[config.mk]
export PLATFORM = sky130hd
export DESIGN_NAME = mprj_checkpoint_monitor
export DESIGN_NICKNAME = d
export VERILOG_FILES = /design/src/rtl/mprj_checkpoint_monitor_pkg.sv /design/src/rtl/ckpt_sync_filter.sv /design/src/rtl/mprj_checkpoint_monitor.sv
export SDC_FILE = /design/constraint.sdc
export NUM_CORES = 1
export LEC_CHECK = 0
export BUFFER_PORTS_ARGS = -buffer_cell sky130_fd_sc_hd__buf_2
export CAP_MARGIN = 20
export CORE_ASPECT_RATIO = 0.75
export CORE_MARGIN = 4
export CORE_UTILIZATION = 50
export DETAILED_ROUTE_END_ITERATION = 7
export PLACE_DENSITY_LB_ADDON = 0.25
export SKIP_LAST_GASP = 1
export SYNTH_ARGS = -nofsm -noshare
export SYNTH_HDL_FRONTEND = slang
export SYNTH_HIERARCHICAL = 1
export SYNTH_SLANG_ARGS = --single-unit
export TNS_END_PERCENT = 30
[constraint.sdc]
create_clock -name clock -period 2.2 [get_ports clock]
set_input_delay 0.44 -clock clock [delete_from_list [all_inputs] [get_ports clock]]
set_output_delay 0.44 -clock clock [all_outputs]
set_load 0.05 [all_outputs]
[src/rtl/mprj_checkpoint_monitor_pkg.sv]
// ============================================================================
// Module   : mprj_checkpoint_monitor_pkg
// Brief    : State encodings and fail-cause codes for the checkpoint monitor.
// Revision : 1.0 - initial release
// ============================================================================
`default_nettype none

package mprj_checkpoint_monitor_pkg;

    typedef enum logic [2:0] {
        ST_IDLE       = 3'd0,
        ST_WAIT_START = 3'd1,
        ST_RUNNING    = 3'd2,
        ST_WAIT_DONE  = 3'd3,
        ST_PASS       = 3'd4,
        ST_FAIL       = 3'd5
    } mon_state_t;

    localparam logic [1:0] CAUSE_NONE       = 2'd0;
    localparam logic [1:0] CAUSE_TIMEOUT    = 2'd1;
    localparam logic [1:0] CAUSE_REGRESS    = 2'd2;
    localparam logic [1:0] CAUSE_SKIP_START = 2'd3;

endpackage

`default_nettype wire

[src/rtl/ckpt_sync_filter.sv]
// ============================================================================
// Module   : ckpt_sync_filter
// Brief    : Two-flop synchroniser followed by a stability filter; a value is
//            accepted after STABLE_CYCLES identical synced samples.
// Revision : 1.0 - initial release
// ============================================================================
`default_nettype none

module ckpt_sync_filter #(
    parameter int W             = 6,
    parameter int STABLE_CYCLES = 4
) (
    input  logic         clock,
    input  logic         resetb,
    input  logic [W-1:0] din,
    output logic [W-1:0] value,
    output logic         accept
);

    localparam int             SC_W   = $clog2(STABLE_CYCLES + 1);
    localparam logic [SC_W-1:0] SC_MAX = SC_W'(STABLE_CYCLES);
    localparam logic [SC_W-1:0] SC_ONE = SC_W'(1);

    logic [W-1:0]    meta;
    logic [W-1:0]    synced;
    logic [W-1:0]    cand;
    logic [W-1:0]    cand_nx;
    logic [SC_W-1:0] run;
    logic [SC_W-1:0] run_nx;
    logic            take;

    // run counts consecutive identical synced samples, including the current one
    always_comb begin
        cand_nx = cand;
        run_nx  = run;
        if (synced != cand) begin
            cand_nx = synced;
            run_nx  = SC_ONE;
        end else if (run < SC_MAX) begin
            run_nx = run + SC_ONE;
        end
        take = (run_nx == SC_MAX) && (cand_nx != value);
    end

    always_ff @(posedge clock or negedge resetb) begin
        if (!resetb) begin
            meta   <= '0;
            synced <= '0;
            cand   <= '0;
            run    <= '0;
            value  <= '0;
            accept <= 1'b0;
        end else begin
            meta   <= din;
            synced <= meta;
            cand   <= cand_nx;
            run    <= run_nx;
            accept <= take;
            if (take) begin
                value <= cand_nx;
            end
        end
    end

endmodule

`default_nettype wire

[src/rtl/mprj_checkpoint_monitor.sv]
// ============================================================================
// Module   : mprj_checkpoint_monitor
// Brief    : Firmware progress monitor: start code -> monotonic progress ->
//            end code -> done, with sticky pass/fail and elapsed cycles.
//            Optional checkpoint log FIFO enabled by macro CKPT_LOG_EN.
// Revision : 1.0 - initial release
// ============================================================================
`default_nettype none

module mprj_checkpoint_monitor
    import mprj_checkpoint_monitor_pkg::*;
#(
    parameter int FIELD_W        = 6,
    parameter int START_CODE     = 0,
    parameter int END_CODE       = 50,
    parameter int DONE_W         = 2,
    parameter int DONE_VAL       = 0,
    parameter int STABLE_CYCLES  = 4,
    parameter int TIMEOUT_CYCLES = 1000000,
    parameter int LOG_DEPTH      = 8,
    localparam int CNT_W         = $clog2(TIMEOUT_CYCLES + 1)
) (
    input  logic                       clock,
    input  logic                       resetb,
    input  logic                       arm_i,
    input  logic [FIELD_W-1:0]         ckpt_i,
    input  logic [DONE_W-1:0]          done_i,
    output logic [2:0]                 state_o,
    output logic                       pass_o,
    output logic                       fail_o,
    output logic [1:0]                 fail_cause_o,
    output logic [FIELD_W-1:0]         last_ckpt_o,
    output logic [CNT_W-1:0]           cycle_cnt_o,
    input  logic                       log_rd_i,
    output logic [FIELD_W+CNT_W-1:0]   log_data_o,
    output logic                       log_empty_o
);

    localparam logic [CNT_W-1:0] CNT_ONE = CNT_W'(1);
    localparam logic [CNT_W-1:0] CNT_TO  = CNT_W'(TIMEOUT_CYCLES);

    mon_state_t          state, state_nx;
    logic [1:0]          cause, cause_nx;
    logic [FIELD_W-1:0]  last, last_nx;
    logic [FIELD_W-1:0]  arm_val, arm_val_nx;
    logic [CNT_W-1:0]    cnt, cnt_nx, cnt_inc;
    logic [FIELD_W-1:0]  ckpt_val;
    logic                ckpt_stb;
    logic [DONE_W-1:0]   done_val;
    logic                done_stb_unused;
    logic                log_push;

    ckpt_sync_filter #(.W(FIELD_W), .STABLE_CYCLES(STABLE_CYCLES)) u_ckpt_filter (
        .clock  (clock),
        .resetb (resetb),
        .din    (ckpt_i),
        .value  (ckpt_val),
        .accept (ckpt_stb)
    );

    ckpt_sync_filter #(.W(DONE_W), .STABLE_CYCLES(STABLE_CYCLES)) u_done_filter (
        .clock  (clock),
        .resetb (resetb),
        .din    (done_i),
        .value  (done_val),
        .accept (done_stb_unused)
    );

    // Priority inside active states: timeout, then regression, then progress
    always_comb begin
        state_nx   = state;
        cause_nx   = cause;
        last_nx    = last;
        arm_val_nx = arm_val;
        cnt_nx     = cnt;
        log_push   = 1'b0;
        cnt_inc    = (cnt == {CNT_W{1'b1}}) ? cnt : cnt + CNT_ONE;
        if (!arm_i) begin
            state_nx   = ST_IDLE;
            cause_nx   = CAUSE_NONE;
            last_nx    = '0;
            arm_val_nx = '0;
            cnt_nx     = '0;
        end else begin
            case (state)
                ST_IDLE: begin
                    state_nx   = ST_WAIT_START;
                    arm_val_nx = ckpt_val;
                end
                ST_WAIT_START, ST_RUNNING, ST_WAIT_DONE: begin
                    cnt_nx = cnt_inc;
                    if (cnt_inc >= CNT_TO) begin
                        state_nx = ST_FAIL;
                        cause_nx = CAUSE_TIMEOUT;
                    end else if (state == ST_WAIT_START) begin
                        if (ckpt_val == FIELD_W'(START_CODE)) begin
                            state_nx = ST_RUNNING;
                            last_nx  = ckpt_val;
                        end else if (ckpt_val != arm_val) begin
                            state_nx = ST_FAIL;
                            cause_nx = CAUSE_SKIP_START;
                        end
                    end else if (state == ST_RUNNING) begin
                        if (ckpt_stb) begin
                            if (ckpt_val < last) begin
                                state_nx = ST_FAIL;
                                cause_nx = CAUSE_REGRESS;
                            end else begin
                                last_nx  = ckpt_val;
                                log_push = 1'b1;
                                if (ckpt_val == FIELD_W'(END_CODE)) begin
                                    state_nx = ST_WAIT_DONE;
                                end
                            end
                        end
                    end else begin
                        if (ckpt_stb) begin
                            last_nx  = ckpt_val;
                            log_push = 1'b1;
                        end
                        if (done_val == DONE_W'(DONE_VAL)) begin
                            state_nx = ST_PASS;
                        end
                    end
                end
                default: begin
                end
            endcase
        end
    end

    always_ff @(posedge clock or negedge resetb) begin
        if (!resetb) begin
            state   <= ST_IDLE;
            cause   <= CAUSE_NONE;
            last    <= '0;
            arm_val <= '0;
            cnt     <= '0;
        end else begin
            state   <= state_nx;
            cause   <= cause_nx;
            last    <= last_nx;
            arm_val <= arm_val_nx;
            cnt     <= cnt_nx;
        end
    end

    assign state_o      = state;
    assign pass_o       = (state == ST_PASS);
    assign fail_o       = (state == ST_FAIL);
    assign fail_cause_o = cause;
    assign last_ckpt_o  = last;
    assign cycle_cnt_o  = cnt;

`ifdef CKPT_LOG_EN
    localparam int              PTR_W     = (LOG_DEPTH > 1) ? $clog2(LOG_DEPTH) : 1;
    localparam logic [PTR_W-1:0] PTR_ONE   = PTR_W'(1);
    localparam logic [PTR_W:0]   LVL_ONE   = (PTR_W + 1)'(1);
    localparam logic [PTR_W:0]   LVL_FULL  = (PTR_W + 1)'(LOG_DEPTH);

    logic [FIELD_W+CNT_W-1:0] log_mem [LOG_DEPTH];
    logic [PTR_W-1:0]         wr_ptr;
    logic [PTR_W-1:0]         rd_ptr;
    logic [PTR_W:0]           level;
    logic                     pop_ok;
    logic                     push_ok;
    logic                     unused_done;

    // A pop in the same cycle frees a slot, so a full FIFO still accepts then
    assign pop_ok      = log_rd_i && (level != '0);
    assign push_ok     = log_push && ((level != LVL_FULL) || pop_ok);
    assign log_data_o  = log_mem[rd_ptr];
    assign log_empty_o = (level == '0);
    assign unused_done = done_stb_unused;

    always_ff @(posedge clock or negedge resetb) begin
        if (!resetb) begin
            wr_ptr <= '0;
            rd_ptr <= '0;
            level  <= '0;
        end else if (!arm_i) begin
            wr_ptr <= '0;
            rd_ptr <= '0;
            level  <= '0;
        end else begin
            if (push_ok) begin
                wr_ptr <= wr_ptr + PTR_ONE;
            end
            if (pop_ok) begin
                rd_ptr <= rd_ptr + PTR_ONE;
            end
            case ({push_ok, pop_ok})
                2'b10:   level <= level + LVL_ONE;
                2'b01:   level <= level - LVL_ONE;
                default: level <= level;
            endcase
        end
    end

    always_ff @(posedge clock) begin
        if (push_ok) begin
            log_mem[wr_ptr] <= {ckpt_val, cnt};
        end
    end
`else
    logic unused_log;

    assign log_data_o  = '0;
    assign log_empty_o = 1'b1;
    assign unused_log  = ^{log_rd_i, log_push, done_stb_unused};
`endif

endmodule

`default_nettype wire
==> results.sh <==
export IMPL_wirelength_mm=8.98
export IMPL_clock_fmax_mhz=463
export IMPL_io_buffers=43
export IMPL_critPathLaunchType="flop"
export IMPL_cts_tree="built"
export IMPL_stdcell_count=593
export IMPL_core_um2=7950
export IMPL_setup_viol=0
export IMPL_cts_max_level=3
export IMPL_worstMarginPinSlew_ns=0.748
export IMPL_die_y_um=86.6
export IMPL_wire_per_inst_um=15.1
export IMPL_power_leakage_nw=2.14
export IMPL_powerDensity_nw_per_um2=750
export IMPL_start_util_pct=51.8
export IMPL_rsz0062_at_grt="true"
export IMPL_place_gp_congestion=0.921
export IMPL_tns_ns=0
export IMPL_io_pins=72
export IMPL_drive_gt1_share_pct=34.4
export IMPL_first_global_vias=3019
export IMPL_fin_crit_sh_pct=98.3
export IMPL_required_ns=2.44
export IMPL_max_stage_delay_ns=0.43
export IMPL_cp_max_fo=4
export IMPL_viasPerCell=5.42
export IMPL_clk_pin_slew_ns=0.09
export IMPL_crit_type="flop to flop"
export IMPL_worstPathCellList="or3_4 > or4_4 > a22oi_2 > o21ai_2 > mux2_1 > o221a_1"
export IMPL_finClkSkew_ns=0.00757
export IMPL_grt_ovfl_total=0
export IMPL_clock_sinks=76
export IMPL_fillers=652
export IMPL_grt_max_degree=33
export IMPL_dpl_cell_count=569
export IMPL_hold_viol_final=0
export IMPL_area_delta_synth_final_pct=19.6
export IMPL_min_path_type="input pin to async pin"
export IMPL_ant_nets=0
export IMPL_die_w_um=113
export IMPL_nets=503
export IMPL_clkLatencyLatePin_ns=0.35
export IMPL_num_vias=3215
export IMPL_period_needed_ns=2.16
export IMPL_grt_pass1_wl_mm=14.9
export IMPL_max_cap_viol_count=0
export IMPL_clk_path_buf_depth=2
export IMPL_cts_buffers=9
export IMPL_insertedDiodeCount=0
export IMPL_firstDrtPassIters=5
export IMPL_dieArea_um2=9770
export IMPL_final_max_slew_viol_count=0
export IMPL_cp_slowest_cell="dfrtp_1"
export IMPL_grt_usage_pct=18.7
export IMPL_worstPathArrival_ns=2.40
export IMPL_synthCells=411
export IMPL_maxSlewHeadroom_pct=50.1
export IMPL_rows=28
export IMPL_netlist_area_um2=4120
export IMPL_dp_hpwl_mm=6.35
export IMPL_ir_drop_uv=676
export IMPL_outcome="complete, no violations"
export IMPL_drc=0
export IMPL_antenna_found_initial=0
export IMPL_root_buffer="clkbuf_8"
export IMPL_yosys_warnings=6
export IMPL_end_kind="flop"
export IMPL_drt_iter0_drc=173
export IMPL_synth_area_per_cell_um2=10.0
-- sequential cells by signal, summed over array words and instances (netlist names) --
signal	cells
u_done_filter/value	2
u_ckpt_filter/accept	1
fail_cause_o	2
u_done_filter/meta	2
arm_val	6
u_done_filter/run	3
u_done_filter/cand	2
u_done_filter/synced	2
state_o	3
last_ckpt_o	6
u_ckpt_filter/value	6
u_ckpt_filter/meta	6
u_ckpt_filter/run	3
cycle_cnt_o	20
u_ckpt_filter/cand	6
u_ckpt_filter/synced	6
-- cell usage in the layout, fill, tap and decap left out, types with 3 or more instances in the layout --
| cell | instances |
|---|---|
| mux2i_1 | 10 |
| nand2_1 | 32 |
| o21ai_0 | 16 |
| or3_1 | 3 |
| o31a_1 | 3 |
| inv_1 | 11 |
| mux2_2 | 8 |
| buf_2 | 42 |
| nand4_1 | 10 |
| a31oi_1 | 4 |
| conb_1 | 27 |
| nor3_2 | 4 |
| a21oi_1 | 14 |
| xor2_1 | 10 |
| nor2_1 | 34 |
| clkbuf_8 | 9 |
| and3_1 | 4 |
| dfrtp_1 | 54 |
| nor3b_1 | 5 |
| buf_4 | 41 |
| inv_6 | 4 |
| o211ai_1 | 4 |
| ha_1 | 7 |
| or4_1 | 3 |
| xnor2_1 | 25 |
| nand3_1 | 13 |
| dfrtp_2 | 22 |
| nor3_1 | 7 |
-- routing by layer --
metal	vias up	GRT usage, %	share of wire (%)
met5	-	0	0
met4	0	5.13	0.85
met3	10	3.70	6.3
met2	110	29.3	45
met1	1554	26.7	48
li1	1541	-	-
-- report_power, final --
part           leakage (nW)  switching, W  internal [W]  total [W]
sequential            0.955     0.0000767       0.00148    0.00155
clock                0.0931      0.000583      0.000435    0.00102
combinational          1.09      0.000760      0.000363    0.00112
total                  2.14       0.00142       0.00228    0.00370
-- final cells by class --
class	count	area, µm²	share of cell area, %
inverters	11	41.3	0.838
clock inverters	7	62.6	1.27
well taps	105	131	2.67
clock buffers	9	124	2.52
multi-input cells	300	2080	42.2
flip-flops and latches	76	1930	39.2
repair buffers	85	558	11.3
-- critical path, delay by kind of cell, from the launching register on --
family	cells	cell delay (ns)
compound gates	3	0.46
flops	1	0.43
mux	1	0.33
simple gates	2	0.83
-- final timing paths --
kind	start	end	slack, ns	cells after the start
setup reg to reg	u_ckpt_filter/value[3]$_DFFE_PN0P_	state_o[0]$_DFFE_PN0P_	0.04	6
hold / removal	resetb	cycle_cnt_o[3]$_DFFE_PN0P_	0.02	1
max in group asynchronous	resetb	cycle_cnt_o[19]$_DFFE_PN0P_	1.55	2
hold reg to reg	u_ckpt_filter/meta[3]$_DFF_PN0_	u_ckpt_filter/synced[3]$_DFF_PN0_	0.35	0
min in group clock	ckpt_i[3]	u_ckpt_filter/meta[3]$_DFF_PN0_	0.19	1
setup / recovery	u_ckpt_filter/value[3]$_DFFE_PN0P_	state_o[0]$_DFFE_PN0P_	0.04	6
-- per-stage QoR --
stage / total power, W / hold slack [ns] / area [µm²] / setup slack (ns) / util (%)
floorplan: 0.00235 / 0.144 / 4270 / -0.153 / -
global placement: 0.00261 / 0.332 / 4580 / 0.0434 / 57.6
detailed placement: 0.00264 / 0.336 / 4580 / -0.0190 / 57.6
CTS: 0.00372 / 0.0210 / 4790 / -0.0188 / 60.3
global route: 0.00390 / 0.0420 / 4920 / -0.0533 / 61.9
finish: 0.00370 / 0.0200 / 4920 / 0.0381 / 61.9
-- timing repair --
action,4_1_cts,5_1_grt
hold buffers,0,0
setup buffers,1,7
gates resized for setup,1,15
pin swaps,1,8
setup endpoints to repair,7,19
No activity file was read; power rests on OpenSTA's default activity.
